## config.mk

```make
export PLATFORM = sky130hd
export DESIGN_NAME = hamming_decode_scheduler
export DESIGN_NICKNAME = d
export VERILOG_FILES = /design/src/rtl/hamming_decode_scheduler.sv
export SDC_FILE = /design/constraint.sdc
export NUM_CORES = 1
export LEC_CHECK = 0
export ABC_AREA = 1
export BUFFER_PORTS_ARGS = -buffer_cell sky130_fd_sc_hd__buf_2
export CORE_ASPECT_RATIO = 0.7
export CORE_MARGIN = 5
export CORE_UTILIZATION = 53
export CTS_CLUSTER_SIZE = 40
export DETAILED_ROUTE_END_ITERATION = 12
export PLACE_DENSITY = 0.87
export SKIP_LAST_GASP = 1
export SYNTH_ARGS = -nofsm -noshare
export SYNTH_HDL_FRONTEND = slang
export SYNTH_SLANG_ARGS = --single-unit
```

## constraint.sdc

```tcl
create_clock -name clk -period 2.1 [get_ports clk]
set_input_delay 0 -clock clk [delete_from_list [all_inputs] [get_ports clk]]
set_output_delay 0 -clock clk [all_outputs]
set_load 0.05 [all_outputs]
```

## src/rtl/hamming_decode_scheduler.sv

```systemverilog
// Two-channel Hamming(7,4) single-error corrector sharing one decode datapath.
// Arbitrates A/B with last-served fairness and keeps saturating per-channel correction counts.
module hamming_decode_scheduler #(
   parameter int CNT_W = 8
) (
   input  logic             clk,
   input  logic             rst_n,
   input  logic             a_valid,
   input  logic [6:0]       a_code,
   output logic             a_ready,
   input  logic             b_valid,
   input  logic [6:0]       b_code,
   output logic             b_ready,
   output logic             out_valid,
   input  logic             out_ready,
   output logic [3:0]       out_data,
   output logic [6:0]       out_code,
   output logic [2:0]       out_syn,
   output logic             out_ch,
   output logic             out_corr,
   input  logic             clr_cnt,
   output logic [CNT_W-1:0] err_cnt_a,
   output logic [CNT_W-1:0] err_cnt_b
);

   typedef enum logic [1:0] {
      IDLE   = 2'd0,
      DECODE = 2'd1,
      OUTPUT = 2'd2
   } state_t;

   state_t     state;
   state_t     state_nxt;
   logic [6:0] raw_code;
   logic       raw_ch;
   logic       last_ch;
   logic       grant_a;
   logic       grant_b;
   logic       handshake;
   logic [2:0] syn;
   logic [6:0] flip_mask;
   logic [6:0] fixed_code;

   // On a tie the channel that was not served last wins; last_ch = 1 means B went last.
   assign grant_a   = a_valid && (!b_valid || last_ch);
   assign grant_b   = b_valid && (!a_valid || !last_ch);
   assign handshake = (state == OUTPUT) && out_ready;
   assign out_valid = (state == OUTPUT);

   always_comb begin
      syn[0] = raw_code[0] ^ raw_code[2] ^ raw_code[4] ^ raw_code[6];
      syn[1] = raw_code[1] ^ raw_code[2] ^ raw_code[5] ^ raw_code[6];
      syn[2] = raw_code[3] ^ raw_code[4] ^ raw_code[5] ^ raw_code[6];
      flip_mask = 7'd0;
      for (int k = 0; k < 7; k++) begin
         flip_mask[k] = (syn == 3'(k + 1));
      end
      fixed_code = raw_code ^ flip_mask;
   end

   always_comb begin
      state_nxt = state;
      a_ready   = 1'b0;
      b_ready   = 1'b0;
      case (state)
         IDLE: begin
            if (grant_a) begin
               a_ready   = rst_n;
               state_nxt = DECODE;
            end else if (grant_b) begin
               b_ready   = rst_n;
               state_nxt = DECODE;
            end
         end
         DECODE: state_nxt = OUTPUT;
         OUTPUT: begin
            if (out_ready) begin
               state_nxt = IDLE;
            end
         end
         default: state_nxt = IDLE;
      endcase
   end

   always_ff @(posedge clk) begin
      if (!rst_n) begin
         state    <= IDLE;
         last_ch  <= 1'b1;
         raw_code <= 7'd0;
         raw_ch   <= 1'b0;
         out_data <= 4'd0;
         out_code <= 7'd0;
         out_syn  <= 3'd0;
         out_ch   <= 1'b0;
         out_corr <= 1'b0;
      end else begin
         state <= state_nxt;
         if (a_ready || b_ready) begin
            raw_code <= a_ready ? a_code : b_code;
            raw_ch   <= b_ready;
         end
         // Results are frozen here so they stay stable for the whole OUTPUT stall.
         if (state == DECODE) begin
            out_code <= fixed_code;
            out_data <= {fixed_code[6], fixed_code[5], fixed_code[4], fixed_code[2]};
            out_syn  <= syn;
            out_ch   <= raw_ch;
            out_corr <= (syn != 3'd0);
         end
         if (handshake) begin
            last_ch <= out_ch;
         end
      end
   end

   always_ff @(posedge clk) begin
      if (!rst_n || clr_cnt) begin
         err_cnt_a <= '0;
         err_cnt_b <= '0;
      end else if (handshake && out_corr) begin
         if (!out_ch && !(&err_cnt_a)) begin
            err_cnt_a <= err_cnt_a + CNT_W'(1);
         end
         if (out_ch && !(&err_cnt_b)) begin
            err_cnt_b <= err_cnt_b + CNT_W'(1);
         end
      end
   end

endmodule

```

Yosys cells after proc, flatten, opt, wreduce, memory -nomap -nowiden
Index checks and enable logic that the tools add are counted.
- bits in registers: 43
- latch bits: 0
- memory bits (writable): 0
- ROM bits: 0
- bits of input ports: 20
- output and inout port bits: 35
- word-level logic and storage cells: 68
- memories kept: 0
- add/subtract/negate cells: 2
- $mul: 0
- div/mod/pow operators: 0
- magnitude comparators: 0
- equal/unequal tests: 11
- shift-type cells: 0
- multiplexer cells: 10
- bitwise gates (word level): 10
- reduce and logical (&&, ||, !) cells: 24
- operators by type and width (operator ; count):
    8-bit by 1-bit adder with 8-bit output (second input constant) ; 2
    8-bit AND reduction ; 2
    3-bit equality test (second input constant) ; 4
    1-bit XOR ; 9
    1-bit zero test ; 7
    7-bit 2-to-1 mux ; 1
    7-bit XOR ; 1
    3-bit by 2-bit equality test with 1-bit output (second input constant) ; 2
    1-bit logical AND ; 6
    2-bit 2-to-1 mux ; 3
    2-bit one-hot mux with 3 select lines ; 1
    2-bit AND reduction ; 3
    1-bit 2-to-1 mux ; 5
    1-bit logical OR ; 4
    3-bit by 1-bit equality test with 1-bit output (second input constant) ; 1
    3-bit != test (second input constant) ; 1
    3-bit nonzero test ; 1
    2-bit by 1-bit equality test with 1-bit output (second input constant) ; 1
    2-bit equality test (second input constant) ; 1
    2-bit zero test ; 1
    2-bit by 1-bit != test with 1-bit output (second input constant) ; 1

Longest topological paths before layout
- word-level depth: 7
- gate-level depth with buffers: 13

Worst setup path after synthesis
No wires, ideal clock.
- path kind: register -> register
- from: reg err_cnt_a[0]
- to: reg err_cnt_a[3]
- library setup time: 0.119 ns
- data arrival time: 1.803 ns
- data required time: 1.981 ns
- path slack: 0.178 ns
- stages on the path, launching flop included: 9
- clock period less this slack: 1.922 ns
- cell sequence: dfxtp_1 > ha_1 > nand2_1 > nor3_1 > nand3_1 > nand2_2 > nor2_1 > o21ai_0 > nor2_1
- cells in the longest elaborated chain, start to end: 4
- ends and longest elaborated chain (what ; line ; text):
    start: declaration ; 22 ; output logic [CNT_W-1:0] err_cnt_a,
    start signal: assignment ; 122 ; err_cnt_a <= err_cnt_a + CNT_W'(1);
    branches (longest 4 deep; another with 8-bit by 1-bit adder with 8-bit output) ; - ;
Several ways; the timed one is not identified.
A chain may end at the register's enable or synchronous reset.

Worst setup path after layout
- from: reg err_cnt_b[1]
- to: reg err_cnt_b[1]
- cells in the longest elaborated chain, start to end: 4
- ends and longest elaborated chain (what ; line ; text):
    start: declaration ; 23 ; output logic [CNT_W-1:0] err_cnt_b
    start signal: assignment ; 125 ; err_cnt_b <= err_cnt_b + CNT_W'(1);
    branches (longest 4 deep; another with 8-bit by 1-bit adder with 8-bit output) ; - ;
Several ways; the timed one is not identified.

==> run_results.csv <==
group,metric,value,unit
outcome,outcome,"completed",
die,rows,19,
die,ioPinCount,55,
clock_tree,clk_latency,0.28,ns
timing,hold_violations,0,
critical_path,cp_top_family,"compound AO/OA/AOI/OAI gates",
critical_path,max_stage_delay,0.40,ns
final_layout,drive_gt1_share,20.5,%
critical_path,worstPathCellList,"ha_1 -> nand4_1 -> o21ai_2 -> inv_1 -> nor2_1 -> nor2_1",
pwr,swShare,35.7,%
placed_design,gp_congestion,0.908,
final_layout,diodes,0,
critical_path,critPathLaunchType,"flop",
grt,busiest_layer,"met2",
die,die-area,0.00542,mm²
pwr,pwr-share-comb,28.5,%
route,vias,2165,
placed_design,detailed_place_hpwl,3.75,mm
critical_path,rr_worst_depth,6,
final_layout,area_growth,19.4,%
timing,rsz0062_at_grt,"no",
pwr,p_switching,661,µW
synthesis,synth_area_leaders,"dfxtp_1, nand2_1, nor2_1",
synthesis,synth_top_area_cell,"dfxtp_1",
clock_tree,root_buffer,"clkbuf_8",
route,antenna_left,0,
timing,setup_viol,0,
synthesis,avgSynthCellArea,6.61,µm²
grt,grt_first_pass_wirelength,8.31,mm
grt,grt_usage,18.6,%
timing,fmax,0.577,GHz
route,first_iter_violations,226,
clock_tree,cts_inserted_buffers,5,
synthesis,yosys.cell_types.count,30,
final_layout,final_nets,403,
pwr,peakVddDrop,0.000378,V
synthesis,yosysSeqAreaShare,36.6,%
grt,grt_max_degree,22,
final_layout,layout.cells.non_filler,433,
min_path,hold_depth,3,
placed_design,dpl.cell_count,420,
grt,met3_usage,4.04,%
clock_tree,htreeDepth,2,
pwr,clkPwrFrac,26.9,%
critical_path,crit_fanout,11,
grt,gr-total-overflow,0,
die,die_w,85.9,µm
timing,finalSetupTns,0,ns
timing,fin_crit_sh,82.5,%
route,wl_per_cell,11.6,µm
route,detail_route.vias_per_cell,5.00,
pwr,power.density,726,mW/mm²
clock_tree,clock-sinks,39,
timing,fin_crit,1.73,ns
critical_path,critPathRequiredTime,2.28,ns
min_path,min_path_type,"input port to flop",
die,core_area,0.00390,mm²
die,die_h,63.1,µm
grt,gr-usage-met2,28.6,%
clock_tree,clk_path_buf_depth,2,
critical_path,critPathBufInv,1,
final_layout,layout_commonest_cell,"nand2_1",
synthesis,syn_nets,345,
grt,grt_pass1_vias,1884,
synthesis,synth_cells,323,
synthesis,ys_ff_latch,39,
route,drc_errors,0,
timing,fin_worst_skew,0.00281,ns
clock_tree,holdBufCountCts,6,
synthesis,synthesis.area,0.00214,mm²
grt,grt_util_met1,26.6,%
final_layout,final_cell_mix,"nand2_1, buf_2, nor2_1",
critical_path,worstSetupPathType,"flop to flop",
clock_tree,clk_pin_slew,0.07,ns
critical_path,worstSetupPathDepth,6,
clock_tree,cts-resized-gates,0,
final_layout,design_area,0.00255,mm²
die,start_util,54.8,%
pwr,intPower,1.19,mW
final_layout,utilization,65.4,%
critical_path,slowest_stage,"o21ai_2",
clock_tree,cts_tree,"done",
synthesis,yosys.area.top_type_share,36.6,%
flow_run,cap_viol_max_count,0,
clock_tree,post-cts-setup-buffers,0,
pwr,power.leakage,1.29,nW
timing,slew_viol_final,0,
critical_path,critPathArrivalTime,1.91,ns
timing,hold_slack,0.0135,ns
grt,antenna_found_initial,0,
route,totalWireLength,5.03,mm
route,dr.pass1.iters,4,
timing,max-slew-margin-rel,63.5,%
critical_path,cp-end-kind,"flop",
pwr,power_frac_seq,44.7,%
critical_path,crit_path_frequent_cell,"nor2_1",
placed_design,portBuffers,54,
placed_design,postPlaceCellArea,0.00240,mm²
synthesis,synth_warnings,0,
timing,worst_pin_slew,0.547,ns
==> logic make-up after synthesis <==
| logic type | count (synthesis) | synth area share, % |
|---|---|---|
| AO/OA/AOI/OAI | 51 | 13.1 |
| adder cells (fa/ha/maj) | 2 | 1.17 |
| XOR/XNOR | 9 | 3.69 |
| flip-flops | 39 | 36.6 |
| buffers and inverters | 54 | 11.8 |
| AND/OR/NAND/NOR | 168 | 33.7 |
==> sequential cells by signal (all words and copies together) (netlist names), 2 cells and up <==
| register | cells |
|---|---|
| out_code | 3 |
| state | 2 |
| raw_code | 7 |
| out_data | 4 |
| err_cnt_a | 8 |
| err_cnt_b | 8 |
| out_syn | 3 |
==> area by class of cell <==
class	count	area (µm²)
Fill cell	365	1350
Multi-Input combinational cell	230	1100
Sequential cell	39	781
Timing Repair Buffer	62	345
Inverter	43	169
Clock buffer	6	82.6
Tap cell	52	65.1
Clock inverter	1	5.00
==> per-stage QoR <==
stage / power [mW] / setup slack (ns)
2_1_floorplan: 1.26 / 0.178
3_3_place_gp: 1.35 / 0.515
3_5_place_dp: 1.36 / 0.419
4_1_cts: 1.86 / 0.400
5_1_grt: 1.96 / 0.196
6_report: 1.85 / 0.368
==> worst reg2reg max path, delay by kind of cell, from the launching register on <==
family / cells / cell delay [ns]
DFF: 1 / 0.39
AOI/OAI and AO/OA: 1 / 0.41
buffers and inverters: 1 / 0.21
and+or+nand+nor: 3 / 0.39
adders and majority gates: 1 / 0.24
==> cell usage after synthesis (all sizes together) <==
library cell	number
nand2	84
nor2	57
inv	43
dfxtp	39
a21oi	25
o21ai	22
nand3	19
buf	8
xor2	5
nor3	4
xnor2	4
clkbuf	3
o211ai	3
ha	2
nand4	2
nor3b	1
o31ai	1
or2	1
==> metal layers <==
layer | routed length, µm | vias up
met3 | 402 | 6
met2 | 2160 | 79
met1 | 2410 | 956
li1 | - | 1124
met5 | 0 | -
met4 | 53 | 0
==> path summary, 6_finish.rpt <==
path / end / start / slack (ns)
hold reg to reg: out_ch / raw_ch / 0.48
hold / removal: raw_code[2] / a_code[2] / 0.01
setup / recovery: err_cnt_b[1] / err_cnt_b[1] / 0.37
setup reg to reg: err_cnt_b[1] / err_cnt_b[1] / 0.37
==> power by group through the flow <==
stage | logic, mW | clock network [mW] | registers [mW]
5_1_grt | 0.583 | 0.543 | 0.835
3_5_place_dp | 0.515 | 0 | 0.844
4_1_cts | 0.526 | 0.509 | 0.828
3_3_place_gp | 0.507 | 0 | 0.841
6_report | 0.528 | 0.498 | 0.827
2_1_floorplan | 0.330 | 0 | 0.932
Power figures use the tool's default switching activity.
